<file path="config.mk">
export PLATFORM = sky130hd
export DESIGN_NAME = led_pattern_ctrl
export DESIGN_NICKNAME = d
export VERILOG_FILES = /design/src/rtl/led_pattern_ctrl.sv
export SDC_FILE = /design/constraint.sdc
export NUM_CORES = 1
export LEC_CHECK = 0
export CAP_MARGIN = 20
export CORE_MARGIN = 5
export CORE_UTILIZATION = 54
export CTS_CLUSTER_SIZE = 12
export DETAILED_ROUTE_END_ITERATION = 8
export PLACE_DENSITY = 0.8
export REMOVE_ABC_BUFFERS = 1
export SLEW_MARGIN = 0
export SYNTH_ARGS = -nofsm -noshare
export SYNTH_HDL_FRONTEND = slang
export SYNTH_SLANG_ARGS = --single-unit
export TNS_END_PERCENT = 10
</file>
<file path="constraint.sdc">
create_clock -name clk -period 3.84 [get_ports clk]
set_input_delay 0.576 -clock clk [delete_from_list [all_inputs] [get_ports clk]]
set_output_delay 0.576 -clock clk [all_outputs]
set_load 0.005 [all_outputs]
</file>
<file path="src/rtl/led_pattern_ctrl.sv">
// led_pattern_ctrl: stepped LED pattern generator with four modes and a
// programmable step period, adjustable from key pulses and an HPS write port.
//
// Ports:
//   clk        system clock
//   reset      asynchronous, active-high reset
//   faster     one-cycle pulse, decrement delay (saturates at 0)
//   slower     one-cycle pulse, increment delay (saturates at max)
//   pause      level, freezes pattern and step timing
//   write      one-cycle register write strobe
//   address    register select: 0 delay, 1 mode, 2 pattern, 3 control
//   writedata  write data
//   led        LED drive (registered)
//   delay      current delay register; step period = (delay+1) base ticks
//   mode       current mode: 0 rotl, 1 rotr, 2 bounce, 3 binary count
//   step       one-cycle pulse coinciding with each pattern update
module led_pattern_ctrl #(
    parameter int unsigned LED_W      = 8,
    parameter int unsigned DELAY_W    = 4,
    parameter int unsigned TICK_DIV   = 50000,
    parameter int unsigned DELAY_INIT = 8
) (
    input  logic               clk,
    input  logic               reset,
    input  logic               faster,
    input  logic               slower,
    input  logic               pause,
    input  logic               write,
    input  logic [1:0]         address,
    input  logic [7:0]         writedata,
    output logic [LED_W-1:0]   led,
    output logic [DELAY_W-1:0] delay,
    output logic [1:0]         mode,
    output logic               step
);

    localparam int unsigned PRE_W = $clog2(TICK_DIV);

    localparam logic [PRE_W-1:0]   PRE_LAST  = PRE_W'(TICK_DIV - 1);
    localparam logic [DELAY_W-1:0] DELAY_MAX = '1;

    // Bounce direction is the only state machine in the block.
    localparam logic [0:0] DIR_LEFT  = 1'b0;
    localparam logic [0:0] DIR_RIGHT = 1'b1;

    localparam logic [1:0] MODE_ROL    = 2'd0;
    localparam logic [1:0] MODE_ROR    = 2'd1;
    localparam logic [1:0] MODE_BOUNCE = 2'd2;
    localparam logic [1:0] MODE_COUNT  = 2'd3;

    localparam logic [1:0] ADDR_DELAY   = 2'd0;
    localparam logic [1:0] ADDR_MODE    = 2'd1;
    localparam logic [1:0] ADDR_PATTERN = 2'd2;
    localparam logic [1:0] ADDR_CTRL    = 2'd3;

    logic [PRE_W-1:0]   pre_q,        pre_d;
    logic [DELAY_W-1:0] cnt_q,        cnt_d;
    logic [LED_W-1:0]   pattern_q,    pattern_d;
    logic               soft_pause_q, soft_pause_d;
    logic [0:0]         dir_q,        dir_d;
    logic [LED_W-1:0]   led_d;
    logic [DELAY_W-1:0] delay_d;
    logic [1:0]         mode_d;
    logic               step_d;

    logic             hold_c;
    logic             restart_c;
    logic             tick_c;
    logic             fire_c;
    logic [LED_W-1:0] rol_c;
    logic [LED_W-1:0] ror_c;

    // Strobes and pattern primitives shared by the next-state logic.
    always_comb begin
        hold_c    = pause | soft_pause_q;
        restart_c = write && (address == ADDR_CTRL) && writedata[1];
        tick_c    = !hold_c && (pre_q == PRE_LAST);
        // >= rather than == so a lowered delay fires on the very next tick.
        fire_c    = tick_c && (cnt_q >= delay);
        rol_c     = {led[LED_W-2:0], led[LED_W-1]};
        ror_c     = {led[0], led[LED_W-1:1]};
    end

    // Next-state logic for timing, pattern, bounce direction and registers.
    always_comb begin
        pre_d        = pre_q;
        cnt_d        = cnt_q;
        pattern_d    = pattern_q;
        soft_pause_d = soft_pause_q;
        dir_d        = dir_q;
        led_d        = led;
        delay_d      = delay;
        mode_d       = mode;
        step_d       = 1'b0;

        if (!hold_c) begin
            pre_d = (pre_q == PRE_LAST) ? '0 : pre_q + PRE_W'(1);
        end
        if (tick_c) begin
            cnt_d = fire_c ? '0 : cnt_q + DELAY_W'(1);
        end

        if (fire_c) begin
            step_d = 1'b1;
            case (mode)
                MODE_ROL:    led_d = rol_c;
                MODE_ROR:    led_d = ror_c;
                MODE_BOUNCE: begin
                    if (dir_q == DIR_LEFT) begin
                        if (led[LED_W-1]) begin
                            dir_d = DIR_RIGHT;
                            led_d = ror_c;
                        end else begin
                            led_d = rol_c;
                        end
                    end else begin
                        if (led[0]) begin
                            dir_d = DIR_LEFT;
                            led_d = rol_c;
                        end else begin
                            led_d = ror_c;
                        end
                    end
                end
                MODE_COUNT:  led_d = led + LED_W'(1);
                default:     led_d = led;
            endcase
        end

        // Register writes; a mode write cannot coincide with a bounce step
        // that moves dir because the old mode is not bounce in that case.
        if (write) begin
            case (address)
                ADDR_MODE: begin
                    mode_d = writedata[1:0];
                    if ((writedata[1:0] == MODE_BOUNCE) && (mode != MODE_BOUNCE)) begin
                        dir_d = DIR_LEFT;
                    end
                end
                ADDR_PATTERN: pattern_d    = writedata[LED_W-1:0];
                ADDR_CTRL:    soft_pause_d = writedata[0];
                default:      ;
            endcase
        end

        // Restart wins over a coincident step, even while held.
        if (restart_c) begin
            led_d  = pattern_q;
            pre_d  = '0;
            cnt_d  = '0;
            dir_d  = DIR_LEFT;
            step_d = 1'b0;
        end

        // Delay: register write beats key pulses; both keys cancel.
        if (write && (address == ADDR_DELAY)) begin
            delay_d = writedata[DELAY_W-1:0];
        end else if (faster && !slower) begin
            if (delay != '0) delay_d = delay - DELAY_W'(1);
        end else if (slower && !faster) begin
            if (delay != DELAY_MAX) delay_d = delay + DELAY_W'(1);
        end
    end

    // State registers.
    always_ff @(posedge clk or posedge reset) begin
        if (reset) begin
            pre_q        <= '0;
            cnt_q        <= '0;
            pattern_q    <= LED_W'(1);
            soft_pause_q <= 1'b0;
            dir_q        <= DIR_LEFT;
            led          <= LED_W'(1);
            delay        <= DELAY_W'(DELAY_INIT);
            mode         <= MODE_ROL;
            step         <= 1'b0;
        end else begin
            pre_q        <= pre_d;
            cnt_q        <= cnt_d;
            pattern_q    <= pattern_d;
            soft_pause_q <= soft_pause_d;
            dir_q        <= dir_d;
            led          <= led_d;
            delay        <= delay_d;
            mode         <= mode_d;
            step         <= step_d;
        end
    end

endmodule

</file>
* Yosys cells after proc, flatten, opt, wreduce, memory -nomap -nowiden *
Cells that the tools add are included.

storage, ports and cells
  word-level logic and storage cells = 78
  input bits = 16
  register bits after elaboration = 45
  output and inout port bits = 15

cells by class
  equality and inequality tests = 12
  reductions and logical operators = 22
  $lt $le $gt $ge = 1
  $add $sub $neg = 5
  bitwise operators = 1
  muxes and demuxes = 28

operators with widths
  cell                     number
  $mux W16                 3
  $mux W8                  5
  $mux W4                  8
  $pmux W8 S4              1
  $add A16 B1 Y16 const B  1
  $eq A16 B16 Y1 const B   1
  $mux W1                  11
  $eq A2 B2 Y1 const B     5
  $add A4 B1 Y4 const B    2
  $add A8 B1 Y8 const B    1
  $logic_and A1 B1 Y1      8
  $reduce_and A2 Y1        3
  $reduce_bool A3 Y1       2
  $eq A2 B1 Y1 const B     2
  $ge A4 B4 Y1             1
  $logic_not A2 Y1         2
  $ne A4 B4 Y1 const B     1
  $reduce_bool A2 Y1       2
  $reduce_bool A4 Y1       1
  $sub A4 B1 Y4 const B    1
  $logic_not A1 Y1         3
  $ne A3 B2 Y1 const B     1
  $reduce_and A3 Y1        1
  $ne A2 B1 Y1 const B     1
  other kinds (2)          2

* Depth between registers and ports, before layout *
  depth in word-level cells = 9
  mapped depth = 8
  depth with buffers taken out = 8

* Least setup slack after synthesis *
No wires, ideal clock.

  path type = register -> register
  start = register delay[3]
  end = register dir_q
  required time = 3721 ps
  cell stages (with the launch flop) = 8
  library setup time = 119 ps
  slack = 1837 ps
  clock period less this slack = 2003 ps
  data arrival time = 1884 ps
  cell sequence = dfstp_2 -> inv_1 -> ha_1 -> o21ai_0 -> nor2b_1 -> nor4_4 -> a31oi_1 -> o21a_1

on the way
  cells in the longest elaborated chain, start to end = 7

RTL lines
  element                  line  RTL
  start, declared          32    output logic [DELAY_W-1:0] delay,
  start signal, assigned   174   delay <= DELAY_W'(DELAY_INIT);
  start signal, assigned   184   delay <= delay_d;
  $ge A4 B4 Y1 (*)         79    fire_c = tick_c && (cnt_q >= delay);
  $logic_and A1 B1 Y1 (*)  79
  $mux W1 (*)              103   if (fire_c) begin
  $mux W1                  136   if ((writedata[1:0] == MODE_BOUNCE) && (mode != MODE_BOUNCE)) begin
  $mux W1                  133   case (address)
  $mux W1 (*)              132   if (write) begin
  $mux W1 (*)              147   if (restart_c) begin
  via dir_d                60    logic [0:0] dir_q, dir_d;
  end signal, assigned     182   dir_q <= dir_d;
  end, declared            60

The timed path passes the listed nets; every way through them passes the cells marked *.
A chain may end at the register's enable or synchronous reset.

* Worst setup path in the final report *
  start = register delay[1]
  end = register led[2]

on the way
  cells in the longest elaborated chain, start to end = 3

RTL lines
  element                       line  RTL
  $ge A4 B4 Y1                  79
  $logic_and A1 B1 Y1           79
  $reduce_bool A2 Y1 (no line)  --
  end signal, assigned          183   led <= led_d;
  end, declared                 31    output logic [LED_W-1:0] led,

Every way passes these cells.

==> run metrics <==
Worst Clk Skew=0.00765 ns; Final period util=between 60% and 70%; Post-synth EDFFs=0; hpwl dp=4.63 mm; fraction of layout cells with a size suffix above 1=between 9 and 10%; Cells after Synth=311; die height=82.6 um; setup bufs post-CTS=0; Cell Pwr Density=about 490 mW/mm^2; clk_lat worst skew=0.30 ns; Arrival @ worst endpoint=2.50 ns; CP required=4.01 ns; final setup fails=0; Post-Syn Area=between 0.002 and 0.003 mm^2; Max Root-Sink Buffers=2; TNS Setup=0 ns; CTS H-tree depth=2; Distinct cells, synth=57; worst min path class=reg -> reg; Via Count=2,379; #FFs+latches synth=45; CTS root buf=clkbuf_8; clock sinks=45; CP Capture Type=register; Post-route DRC=0; GR Overflow Total=0; worst hold path stage count=2; synthesis-to-finish area growth=16.6%; post-cts sizing count=0; Crit Path Max Fanout=5; worst reg2reg path depth=7; die width=82.6 um; Nets=364; first-pass GRT wire length=11.1 mm; ys flop type=dfrtp_1; Final Instance Count excl. Fillers=409; CTS buffer count=5; DP Cell Count=401; register area share after synthesis=39.7%; Tot Pwr=roughly 0.0016 W; run status=complete, no violations; highest clock rate=429 MHz; synthesized area per cell=between 9 and 10 um^2; Min Clock Period, post-route=2.33 ns; Fillers=441; I/O Buffers=30; VDD IR-drop max=0.280 mV; Routed WL=6.30 mm; largest net degree at the start of global routing=30; Slew @ Worst Pin=0.717 ns; final hold slack=0.468 ns; Core Util, Final=65.0%; CTS tree=done; initial detailed-routing violation count=167; maxcap violations=0; Hold Violations, Final=0; startpoint types=register; Placement Rows=26; Leak=1.37 nW; worst relative slew slack=51.9%; post-route ant nets=0; CTS clock-pin slew for the worst setup and hold paths=0.08 ns; Placer Congestion=0.894; Die ar.=0.00683 mm^2; Ys Warns=0; GRT Overall Usage=20.8%; ys async rst share=100%; routed length per instance=15.4 um; drt first pass iters=4; Starting Density=55.8%; number of global-route vias before repair=2,456; # hold bufs at CTS=0; Core Area=0.00511 mm^2; Via density=5.82; I/O pin count=31; initial antenna violation count=0; antenna cells=0; Worst Setup Path Type=reg -> reg; RSZ-0062 raised after global routing=false; fin. max-slew vios=0
[worst max-delay path, stage by stage (launching register included)]
cell and delay (ns):
dfrtp_1 0.44, inv_1 0.12, ha_1 0.29, inv_1 0.04, o21ai_0 0.47, nand4_1 0.33
a2111oi_0 0.41, o31ai_1 0.11
[cell type report]
| type | instances | area [um^2] | area share [%] |
|---|---|---|---|
| multi-input combinational | 240 | 1620 | 48.8 |
| sequential | 45 | 1130 | 34.0 |
| timing repair buffer | 32 | 315 | 9.50 |
| tap | 70 | 87.6 | 2.64 |
| clock buffer | 7 | 86.3 | 2.60 |
| inverter | 14 | 52.6 | 1.58 |
| clock inverter | 1 | 30.0 | 0.904 |
[final timing paths]
kind / end / from / slack (ns)
max: led[2] / delay[1] / 1.51
min: led[0] / pattern_q[0] / 0.47
max reg2reg: led[2] / delay[1] / 1.51
min reg2reg: led[0] / pattern_q[0] / 0.47
max in group asynchronous: pattern_q[0] / reset / 2.45
min in group asynchronous: pre_q[2] / reset / 0.61
[power by group]
group          switching (W)  leakage [nW]  internal [W]  total, W
clock network       0.000158        0.0585      0.000212  0.000370
logic               0.000255         0.732      0.000288  0.000543
registers           0.000152         0.577      0.000568  0.000720
total               0.000565          1.37       0.00107   0.00163
[sequential cells by signal (all words and copies together), names as in the netlist]
| register | flops |
|---|---|
| delay | 4 |
| led | 8 |
| dir_q | 1 |
| mode | 2 |
| step | 1 |
| soft_pause_q | 1 |
| pre_q | 16 |
| pattern_q | 8 |
| cnt_q | 4 |
[routing by layer]
metal	part of all wire, %	vias to the layer above	track usage, %
li1	-	1170	-
met1	44	1122	26.5
met2	47	80	36.5
met3	7.6	7	3.36
met4	0.75	0	5.23
met5	0	-	0
[synth_stat cells (2+ instances only)]
cell	instances	share of area [%]
a21oi_1	9	1.6
a221oi_1	2	0.61
a22oi_1	2	0.53
a31oi_1	2	0.44
a32oi_1	3	0.92
and2_1	4	0.88
and3_1	2	0.44
and4_1	5	1.5
and4_2	2	0.70
buf_2	2	0.35
clkbuf_1	9	1.2
dfrtp_1	42	37
dfstp_2	3	2.8
ha_1	9	4.0
inv_1	14	1.8
mux2_2	11	4.3
mux2i_1	5	1.8
nand2_1	31	4.1
nand2b_1	7	1.5
nand3_1	9	1.6
nand3b_1	2	0.53
nand4_1	6	1.3
nor2_1	37	4.9
nor2b_1	5	1.1
nor3_1	5	0.88
o2111ai_1	3	0.92
o21a_1	2	0.53
o21ai_0	21	3.7
o21ai_1	3	0.53
o31a_1	2	0.61
o31ai_1	5	1.3
o41ai_1	3	0.92
xnor2_1	13	4.0
xor2_1	8	2.5
[cell families (layout without fill, tap and decap cells)]
logic type,count (synthesis),count (layout),share of synthesized area [%]
AND/OR/NAND/NOR,123,123,22.9
AO/OA/AOI/OAI,70,70,16.7
flip-flops,45,45,39.7
buffers and inverters,26,54,3.51
XOR/XNOR,21,21,6.46
multiplexers,16,16,6.10
adder cells (fa/ha/maj),10,10,4.66
[metrics by stage]
step | setup WS [ns] | cell area [um^2]
finish | 1.51 | 3320
global route | 1.10 | 3320
CTS | 1.49 | 3320
detailed placement | 1.26 | 3200
global placement | 1.32 | 3200
floorplan | 1.80 | 2800
[layout by cell type, fill, tap and decap left out, types with 2 or more instances in the layout]
cell              n
mux2i_1           5
nor2_1           37
nand3b_1          2
inv_1            13
xnor2_1          13
clkbuf_8          6
nor3_1            5
and4_2            2
nand3_1           9
o2111ai_1         3
o41ai_1           3
and3_1            2
dfstp_2           3
and2_1            4
buf_4             2
o31ai_1           5
nand2b_1          7
ha_1              9
mux2_2           11
a31oi_1           2
xor2_1            8
o21ai_0          21
a221oi_1          2
o21ai_1           3
dfrtp_1          42
nand4_1           6
clkdlybuf4s50_1  30
o31a_1            2
and4_1            5
o21a_1            2
a21oi_1           9
a32oi_1           3
nor2b_1           5
nand2_1          31
a22oi_1           2
(Power assumes the default switching activity.)
